### config.mk
export PLATFORM = sky130hd
export DESIGN_NAME = sample_word_rx
export DESIGN_NICKNAME = d
export VERILOG_FILES = /design/src/rtl/sample_word_rx.sv
export SDC_FILE = /design/constraint.sdc
export NUM_CORES = 1
export LEC_CHECK = 0
export CAP_MARGIN = 30
export CORE_MARGIN = 2
export CORE_UTILIZATION = 55
export CTS_BUF_LIST = sky130_fd_sc_hd__clkbuf_8
export DETAILED_ROUTE_END_ITERATION = 10
export PLACE_DENSITY_LB_ADDON = 0.05
export SYNTH_ARGS = -nofsm -noshare
export SYNTH_HDL_FRONTEND = slang
export SYNTH_SLANG_ARGS = --single-unit
### constraint.sdc
create_clock -name clk -period 5.5 [get_ports clk]
set_clock_uncertainty 0.2 [all_clocks]
set_input_delay 1.65 -clock clk [delete_from_list [all_inputs] [get_ports clk]]
set_output_delay 1.65 -clock clk [all_outputs]
set_load 0.1 [all_outputs]
### src/rtl/sample_word_rx.sv
// sample_word_rx: 8N1 UART receiver that pairs bytes (low first, then high)
// into a 16-bit word, flagging bad stop bits and inter-byte timeouts.
module sample_word_rx #(
  parameter int unsigned CLK_FREQ     = 10000,
  parameter int unsigned BAUD         = 1000,
  parameter int unsigned TIMEOUT_CLKS = 300
) (
  input  logic        clk,
  input  logic        rst,
  input  logic        rx,
  output logic [15:0] word_out,
  output logic        word_valid,
  output logic        frame_err,
  output logic        sync_err,
  output logic        busy
);

  localparam int unsigned CPB    = CLK_FREQ / BAUD;
  localparam int unsigned HALF   = CPB / 2;
  localparam int unsigned CNT_W  = $clog2(CPB + 1);
  localparam int unsigned TOUT_W = $clog2(TIMEOUT_CLKS + 1);

  typedef enum logic [1:0] {ST_IDLE, ST_START, ST_DATA, ST_STOP} bit_state_t;
  typedef enum logic {AS_LO, AS_HI} asm_state_t;

  // synchroniser and edge-detect history
  logic r_sync1, r_sync2, r_rxs_d;
  logic w_start;

  // bit FSM
  bit_state_t       r_state, w_state_nxt;
  logic [CNT_W-1:0] r_cnt, w_cnt_nxt;
  logic [2:0]       r_bitn, w_bitn_nxt;
  logic [7:0]       r_shift, w_shift_nxt;
  logic             r_byte_vld, w_byte_vld_nxt;
  logic             r_byte_bad, w_byte_bad_nxt;

  // assembler and outputs
  asm_state_t        r_asm, w_asm_nxt;
  logic [7:0]        r_lo, w_lo_nxt;
  logic [TOUT_W-1:0] r_tcnt, w_tcnt_nxt;
  logic [15:0]       r_word, w_word_nxt;
  logic              r_wv, w_wv_nxt;
  logic              r_fe, w_fe_nxt;
  logic              r_se, w_se_nxt;
  logic              r_busy;

  // Start edge: a 1->0 transition on the synchronised line, only seen from IDLE.
  assign w_start = (r_state == ST_IDLE) && r_rxs_d && !r_sync2;

  // Two-flop synchroniser plus one history flop for falling-edge detection.
  always_ff @(posedge clk) begin
    if (rst) begin
      r_sync1 <= 1'b1;
      r_sync2 <= 1'b1;
      r_rxs_d <= 1'b1;
    end else begin
      r_sync1 <= rx;
      r_sync2 <= r_sync1;
      r_rxs_d <= r_sync2;
    end
  end

  // Bit FSM state register and byte-complete strobes.
  always_ff @(posedge clk) begin
    if (rst) begin
      r_state    <= ST_IDLE;
      r_cnt      <= '0;
      r_bitn     <= '0;
      r_shift    <= '0;
      r_byte_vld <= 1'b0;
      r_byte_bad <= 1'b0;
    end else begin
      r_state    <= w_state_nxt;
      r_cnt      <= w_cnt_nxt;
      r_bitn     <= w_bitn_nxt;
      r_shift    <= w_shift_nxt;
      r_byte_vld <= w_byte_vld_nxt;
      r_byte_bad <= w_byte_bad_nxt;
    end
  end

  // Bit FSM next state: the detect cycle counts toward the half-bit wait,
  // hence the HALF-2 preload.
  always_comb begin
    w_state_nxt    = r_state;
    w_cnt_nxt      = r_cnt;
    w_bitn_nxt     = r_bitn;
    w_shift_nxt    = r_shift;
    w_byte_vld_nxt = 1'b0;
    w_byte_bad_nxt = 1'b0;
    case (r_state)
      ST_IDLE: begin
        if (w_start) begin
          w_state_nxt = ST_START;
          w_cnt_nxt   = CNT_W'(HALF - 2);
          w_bitn_nxt  = '0;
        end
      end
      ST_START: begin
        if (r_cnt == '0) begin
          if (!r_sync2) begin
            w_state_nxt = ST_DATA;
            w_cnt_nxt   = CNT_W'(CPB - 1);
          end else begin
            w_state_nxt = ST_IDLE;
          end
        end else begin
          w_cnt_nxt = r_cnt - CNT_W'(1);
        end
      end
      ST_DATA: begin
        if (r_cnt == '0) begin
          w_shift_nxt = {r_sync2, r_shift[7:1]};
          w_cnt_nxt   = CNT_W'(CPB - 1);
          if (r_bitn == 3'd7) begin
            w_state_nxt = ST_STOP;
          end else begin
            w_bitn_nxt = r_bitn + 3'd1;
          end
        end else begin
          w_cnt_nxt = r_cnt - CNT_W'(1);
        end
      end
      ST_STOP: begin
        if (r_cnt == '0) begin
          w_state_nxt    = ST_IDLE;
          w_byte_vld_nxt = r_sync2;
          w_byte_bad_nxt = !r_sync2;
        end else begin
          w_cnt_nxt = r_cnt - CNT_W'(1);
        end
      end
      default: w_state_nxt = ST_IDLE;
    endcase
  end

  // Assembler state, timeout counter and registered outputs.
  always_ff @(posedge clk) begin
    if (rst) begin
      r_asm  <= AS_LO;
      r_lo   <= '0;
      r_tcnt <= '0;
      r_word <= '0;
      r_wv   <= 1'b0;
      r_fe   <= 1'b0;
      r_se   <= 1'b0;
      r_busy <= 1'b0;
    end else begin
      r_asm  <= w_asm_nxt;
      r_lo   <= w_lo_nxt;
      r_tcnt <= w_tcnt_nxt;
      r_word <= w_word_nxt;
      r_wv   <= w_wv_nxt;
      r_fe   <= w_fe_nxt;
      r_se   <= w_se_nxt;
      r_busy <= (w_state_nxt != ST_IDLE) || (w_asm_nxt == AS_HI);
    end
  end

  // Assembler next state: byte events first, then the idle timeout
  // (a start edge in the same cycle suppresses the timeout).
  always_comb begin
    w_asm_nxt  = r_asm;
    w_lo_nxt   = r_lo;
    w_tcnt_nxt = r_tcnt;
    w_word_nxt = r_word;
    w_wv_nxt   = 1'b0;
    w_fe_nxt   = 1'b0;
    w_se_nxt   = 1'b0;
    if (r_byte_bad) begin
      w_fe_nxt  = 1'b1;
      w_asm_nxt = AS_LO;
    end else if (r_byte_vld) begin
      if (r_asm == AS_LO) begin
        w_lo_nxt  = r_shift;
        w_asm_nxt = AS_HI;
      end else begin
        w_word_nxt = {r_shift, r_lo};
        w_wv_nxt   = 1'b1;
        w_asm_nxt  = AS_LO;
      end
    end else if ((r_asm == AS_HI) && (r_state == ST_IDLE) && !w_start) begin
      if (r_tcnt == TOUT_W'(TIMEOUT_CLKS - 1)) begin
        w_se_nxt  = 1'b1;
        w_asm_nxt = AS_LO;
      end else begin
        w_tcnt_nxt = r_tcnt + TOUT_W'(1);
      end
    end
    if (w_start || (w_asm_nxt == AS_LO)) begin
      w_tcnt_nxt = '0;
    end
  end

  assign word_out   = r_word;
  assign word_valid = r_wv;
  assign frame_err  = r_fe;
  assign sync_err   = r_se;
  assign busy       = r_busy;

endmodule

# ---- Word-level counts from Yosys, hierarchy flattened
# Index checks and enable logic that the tools add are counted.
dict set report word_totals {
  ff_bits 60
  out_inout_bits 20
}
dict set report op_classes {
  add_sub_neg 3
  eq_ne 10
  n_mux 25
  bitwise 8
  reduce_logical 22
}
# operator count
set ops {}
lappend ops {{$mux 4} 5}
lappend ops {{$pmux 4 s4} 1}
lappend ops {{$mux 2} 6}
lappend ops {{$add 9x1->9 const B} 1}
lappend ops {{$eq 9x9->1 const B} 1}
lappend ops {{$mux 3} 3}
lappend ops {{$reduce_and 3->1} 3}
lappend ops {{$mux 1} 8}
lappend ops {{$ne 2x2->1 const B} 4}
lappend ops {{$not 1->1} 8}
lappend ops {{$pmux 2 s4} 1}
lappend ops {{$reduce_and 4->1} 2}
lappend ops {{$pmux 3 s2} 1}
lappend ops {{$reduce_or 3->1} 2}
lappend ops {{$eq 2x2->1 const B} 2}
lappend ops {{$logic_and 1x1->1} 4}
lappend ops {{$logic_not 4->1} 1}
lappend ops {{$reduce_bool 2->1} 2}
lappend ops {{$reduce_or 4->1} 1}
lappend ops {{$sub 4x1->4 const B} 1}
lappend ops {{$add 3x1->3 const B} 1}
lappend ops {{$eq 3x3->1 const B} 1}
lappend ops {{$ne 3x3->1 const B} 1}
lappend ops {{$eq 2x1->1 const B} 1}
lappend ops {{5 further kinds} 7}

# ---- Longest topological paths before layout
dict set report depth {
  word_depth 11
  depth_mapped 7
}

# ---- Worst setup path after synthesis
# No wires, ideal clock.
dict set report synth_timing {
  kind {register to output}
  start {register r_word[0] (netlist: word_out[0])}
  end {output port word_out[0]}
  arrival_time_ps 924
  required_ps 3650
  path_slack_ps 2726
  stages_incl_launch_ff 1
  cell_sequence {dfxtp_1}
}
# item line_no
set synth_lines {}
lappend synth_lines {{start, declared} 42} ;# logic [15:0] r_word, w_word_nxt;
lappend synth_lines {{start signal, assigned} 153} ;# r_word <= w_word_nxt;
lappend synth_lines {{end, declared} 11} ;# output logic [15:0] word_out,
# No word-level cell between the ends.

# ---- Worst setup path after layout
dict set report layout_timing {
  start {register r_word[9] (netlist: word_out[9])}
  end {output port word_out[9]}
}
# No word-level cell between the ends.

==> qor.yml <==
outcome:
  status: "completed"
power_and_ir_drop:
  switching_power_uw: 244
  p_sw_frac: 0.241
  combPwrFrac: 0.103
  p_clk_frac: 0.453
  ir_drop_v: 0.000230
  seqPwrFrac: 0.444
  power_uw: 1020
  internal-power_uw: 771
  power.density_nw_per_um2: 337
  p_leak_uw: 0.00110
synth:
  yosys_most_used_dff: "dfxtp_1"
  syn_nets: 301
  syn_inst: 288
  ys_seq_elements: 60
  avgSynthCellArea_um2: 8.78
  synth.distinct_cells: 48
  seq_area_frac_synth: 0.475
  ys_warn_count: 0
  synth_area_um2: 2530
  synth_edf_count: 0
  async_flop_share: 0
clock_network:
  cts.repair.resized: 0
  clk_latency_ns: 0.34
  clockBufferDepth: 2
  hold_buffers: 0
  cts_made_buffers: 9
  cts_root_buf: "clkbuf_8"
  clk_pin_slew_ns: 0.07
  h-tree-depth: 3
  cts_tree: "yes"
  post-cts-setup-buffers: 0
  clock-sinks: 60
grt:
  use_met1: 0.267
  antenna_found_initial: 0
  grt_pass1_vias: 1811
  grt_usage: 0.206
  grt_pass1_wl_um: 8210
  gr-usage-met3: 0.0464
  grt.overflow.total: 0
  met2_usage: 0.315
  grt_max_degree: 52
  top_usage_layer: "met2"
layout:
  drive_gt1_frac: 0.0886
  seq_area_um2: 1200
  multiInputGateArea_um2: 1250
  diodes: 0
  num-fill-cells: 375
  syn_to_final_growth_pct: 19.1
  final_nets: 325
worst_setup_path:
  worst-path-max-fanout: 2
  path_class: "flop to output pin"
  critPathBufInv: 1
  critPathRequiredTime_ns: 3.65
  arrival_ns: 1.81
  cp_top_family: "buffers and inverters"
  reg2reg_to: "r_cnt[3]$_SDFFE_PP0P_"
  setup.worst_path.start_class: "flop"
  r2r_cells: 6
  path_cells: "clkdlybuf4s50_1"
  endpoint_kind: "output pin"
  r2r_slack_ns: 3.32
  crit_slowest_cell: "clkdlybuf4s50_1"
  r2r-start: "r_state[1]$_SDFF_PP0_"
  cpPeakStageDelay_ns: 1.13
sta:
  hold_viol_final: 0
  drv_slew: 0
  rsz0062_at_grt: "no"
  fin_crit_ns: 3.66
  fmax_mhz: 273
  setup_viol: 0
  finalSetupTns_ns: 0
  slew_headroom: 0.347
  period_share: 0.666
  worst_pin_slew_ns: 0.976
  setup_ws_ns: 1.84
run:
  drv_cap: 0
floorplan:
  rows: 24
  ios: 23
  coreArea_um2: 4380
  die_w_um: 71.8
  fp.dieArea_um2: 5160
  chipHeight_um: 71.8
  start_util: 0.577
placement:
  post-place-ws_ns: 2.19
  io_buffers: 22
  place_hpwl_um: 3180
  globalplace.congestion: 0.801
route:
  drt_iter0_drc: 91
  drt_wl_total_um: 4870
  vias_per_cell: 5.48
  avgRoutedWirePerCell_um: 13.2
  antenna_left: 0
  dr.pass1.iters: 4
  drcViolationCount: 0
  vias: 2018
min_path:
  hold_class: "flop to flop"
  whs_path_depth: 1
  holdPathEnd: "r_sync2$_SDFF_PP1_"
  worstHoldStart: "r_sync1$_SDFF_PP1_"
-- logic make-up after synthesis --
family / after synthesis / share of synthesized area
XOR/XNOR: 1 / 0.00346
adder cells (fa/ha/maj): 10 / 0.0495
AO/OA/AOI/OAI: 70 / 0.167
flip-flops: 60 / 0.475
buffers and inverters: 19 / 0.0292
multiplexers: 9 / 0.0361
AND/OR/NAND/NOR: 119 / 0.240
-- cells in the mapped netlist, types with 2 or more instances --
library cell / count / area, um^2
dfxtp_1: 60 / 1200
mux2i_1: 8 / 80.1
nand3_1: 4 / 20.0
o211ai_1: 2 / 15.0
and2_1: 4 / 25.0
or2_2: 3 / 18.8
and3b_1: 2 / 17.5
a22o_1: 2 / 17.5
nor4b_1: 2 / 17.5
and3_1: 2 / 12.5
o21a_1: 2 / 15.0
nor3b_1: 2 / 15.0
or3_1: 4 / 25.0
o21ai_0: 8 / 40.0
buf_2: 2 / 10.0
nor3_1: 3 / 15.0
or3b_2: 2 / 17.5
nor2_1: 19 / 71.3
ha_1: 10 / 125
inv_1: 9 / 33.8
a21oi_1: 37 / 185
a21o_1: 2 / 15.0
nor2b_1: 4 / 25.0
clkbuf_1: 8 / 30.0
nand2_1: 54 / 203
nand4_1: 2 / 12.5
o31ai_1: 6 / 45.0
nand2b_1: 3 / 18.8
or4_1: 3 / 22.5
-- area by class of cell --
type,count,area share
multi-input combinational,209,0.416
clock buffer,12,0.0549
tap,52,0.0216
inverter,9,0.0112
sequential,60,0.399
clock inverter,3,0.0229
timing repair buffer,23,0.0740
-- routing by layer --
metal  vias up  wire (um)
met1       923       2480
met3         7        150
met2        33       2170
met4         0         71
li1       1055          -
met5         -          0
-- worst max-delay path by stage --
stage	start	endpoint	slack, ns	cells after the start
detailed placement	word_out[9]$_SDFFE_PP0P_	word_out[9]	2.19	1
global placement	rst	r_tcnt[4]$_SDFFE_PP0P_	2.21	4
global route	word_out[15]$_SDFFE_PP0P_	word_out[15]	1.79	1
floorplan	word_out[0]$_SDFFE_PP0P_	word_out[0]	2.73	0
CTS	word_out[9]$_SDFFE_PP0P_	word_out[9]	1.81	1
finish	word_out[9]$_SDFFE_PP0P_	word_out[9]	1.84	1
-- metrics by stage --
step	utilization	cells	hold slack (ns)	cell area (um^2)
4_1_cts	0.687	368	0.209	3010
3_5_place_dp	0.633	353	0.194	2780
3_3_place_gp	0.633	353	0.190	2780
5_1_grt	0.687	368	0.228	3010
2_1_floorplan	-	288	0.189	2530
6_report	0.687	368	0.217	3010
-- sequential cells by signal, indices dropped and copies added, names as in the netlist, 2 cells and up --
| signal | count |
|---|---|
| r_lo | 8 |
| r_state | 2 |
| r_shift | 8 |
| r_cnt | 4 |
| word_out | 16 |
| r_bitn | 3 |
| r_tcnt | 9 |
-- cells in the final DEF (no fill, tap or decap), types with 6 or more instances in the layout --
master	count
o31ai_1	6
o21ai_0	8
nand2_1	54
clkbuf_8	12
mux2i_1	8
clkdlybuf4s50_1	21
inv_1	9
a21oi_1	37
dfxtp_1	60
nor2_1	19
ha_1	10
-- power by group through the flow --
| stage | clock (uW) | combinational [uW] | sequential (uW) |
|---|---|---|---|
| after floorplan | 0 | 72.4 | 470 |
| after global placement | 0 | 103 | 460 |
| after detailed placement | 0 | 104 | 460 |
| after CTS | 467 | 104 | 451 |
| after global routing | 484 | 117 | 452 |
| final | 460 | 105 | 451 |
No activity file was read; power rests on OpenSTA's default activity.
==> variant (same flow settings) <==
Compare `r_tcnt` against `TOUT_W'(TIMEOUT_CLKS - 1)` with >= in place of ==.
--- a/src/rtl/sample_word_rx.sv
+++ b/src/rtl/sample_word_rx.sv
@@ -181,7 +181,7 @@
         w_asm_nxt  = AS_LO;
       end
     end else if ((r_asm == AS_HI) && (r_state == ST_IDLE) && !w_start) begin
-      if (r_tcnt == TOUT_W'(TIMEOUT_CLKS - 1)) begin
+      if (r_tcnt >= TOUT_W'(TIMEOUT_CLKS - 1)) begin
         w_se_nxt  = 1'b1;
         w_asm_nxt = AS_LO;
       end else begin
Function: no difference found for any inputs over 10 cycles, from zero or initial values and one cycle with rst high; that may be too few to reach the edited logic, so the function may still have changed.
==> variant against the original RTL <==
Via count down 3.5%; critical path depth unchanged; cell count fell by 1.4%; synthesized area is 0.74% lower; sequential cell count unchanged; maximum frequency shrank 0.32%; design area decreased by 2.1%; routed wire length shrank 2.1%; non-clock buffer count rose by 2; first-iteration DRC count up 40%; setup slack worse by 0.012 ns; critical path type unchanged; largest cell class unchanged.
Power is not compared: it rests on default switching activity, and its combinational part moved more than twofold at a synthesized area within 25%.
==> variant: results <==
placement:
  placed_cell_area_um2: 2770
  dp.cells: 348
  gp_congestion: 0.824
  dp_hpwl_um: 3180
layout:
  fill_cells: 357
  fin_cells: 363
  drive_gt1_share_pct: 9.65
synth:
  synthMuxAreaShare_pct: 4.39
  ys_top_cells_by_count: "60 x dfxtp_1, 55 x nand2_1, 35 x nor2_1, 30 x a21oi_1, 11 x mux2i_1"
  synth_xor_area_share_pct: 2.79
  synth_cell_types: 44
  netlist_instances: 282
  synthTopCellsByArea: "dfxtp_1 48%, nand2_1 8.2%, a21oi_1 6.0%"
  yosys.area_share.adder_pct: 4.49
  synth_fp_nets: 294
detailed_routing:
  routed_wl_um: 4770
  drtIter0Drc: 127
  routed_via_density: 5.36
outcome:
  outcome: "finished, final reports clean"
setup_path:
  r2r_slack_ns: 3.21
  r2r-start: "r_cnt[0]$_SDFFE_PP0P_"
  r2r-end: "busy$_SDFF_PP0_"
  reg2reg_depth: 7
  cp_slowest_stage_delay_ns: 1.15
global_route:
  grt_pass1_wl_um: 8130
  grt_use_met3_pct: 6.75
  first_global_vias: 1768
  global_route.usage.met2_pct: 30.0
  met1_usage_pct: 28.1
  grt_max_degree: 21
  grt_usage_pct: 20.7
[variant: changes by cell type after synthesis, moves of 3 or more]
cell / delta
nor2_1: +16
o31ai_1: -3
mux2i_1: +3
o21ai_0: -7
xnor2_1: +7
or4_1: -3
nor4_1: +3
a21oi_1: -7
inv_1: -3
[variant: area by class of cell]
cell class                      instances  area share, %
Inverter                                6          0.764
Sequential cell                        60           40.7
Clock buffer                            9           4.20
Clock inverter                          6           1.95
Multi-Input combinational cell        205           41.9
Tap cell                               52           2.21
Timing Repair Buffer                   25           8.23
[variant: cell families after synthesis]
logic type | Yosys count
muxes | 11
adders and majority gates | 9
xor gates and xnor gates | 8
buffers and inverters | 17
and+or+nand+nor | 130
AOI/OAI and AO/OA | 47
DFF | 60
[variant: report_power, final]
group	leakage [nW]	internal [W]	switching, W
Clock	0.100	0.000203	0.000163
Combinational	0.420	0.000118	0.000221
Sequential	0.485	0.000459	0.0000217
[variant: worst max-delay path by stage]
stage                               from  slack, ns                endpoint  depth (start not counted)
4_1_cts         word_out[0]$_SDFFE_PP0P_       1.80             word_out[0]                          1
3_3_place_gp                         rst       1.69  r_tcnt[6]$_SDFFE_PP0P_                          6
5_1_grt         word_out[0]$_SDFFE_PP0P_       1.78             word_out[0]                          1
3_5_place_dp                         rst       1.68  r_tcnt[2]$_SDFFE_PP0P_                          6
2_1_floorplan   word_out[0]$_SDFFE_PP0P_       2.73             word_out[0]                          0
6_report       word_out[10]$_SDFFE_PP0P_       1.83            word_out[10]                          1
[variant: per-layer routing]
layer	vias up	wire [um]
met2	29	2090
met1	908	2460
met3	6	155
met4	0	69
li1	1004	-
met5	-	0
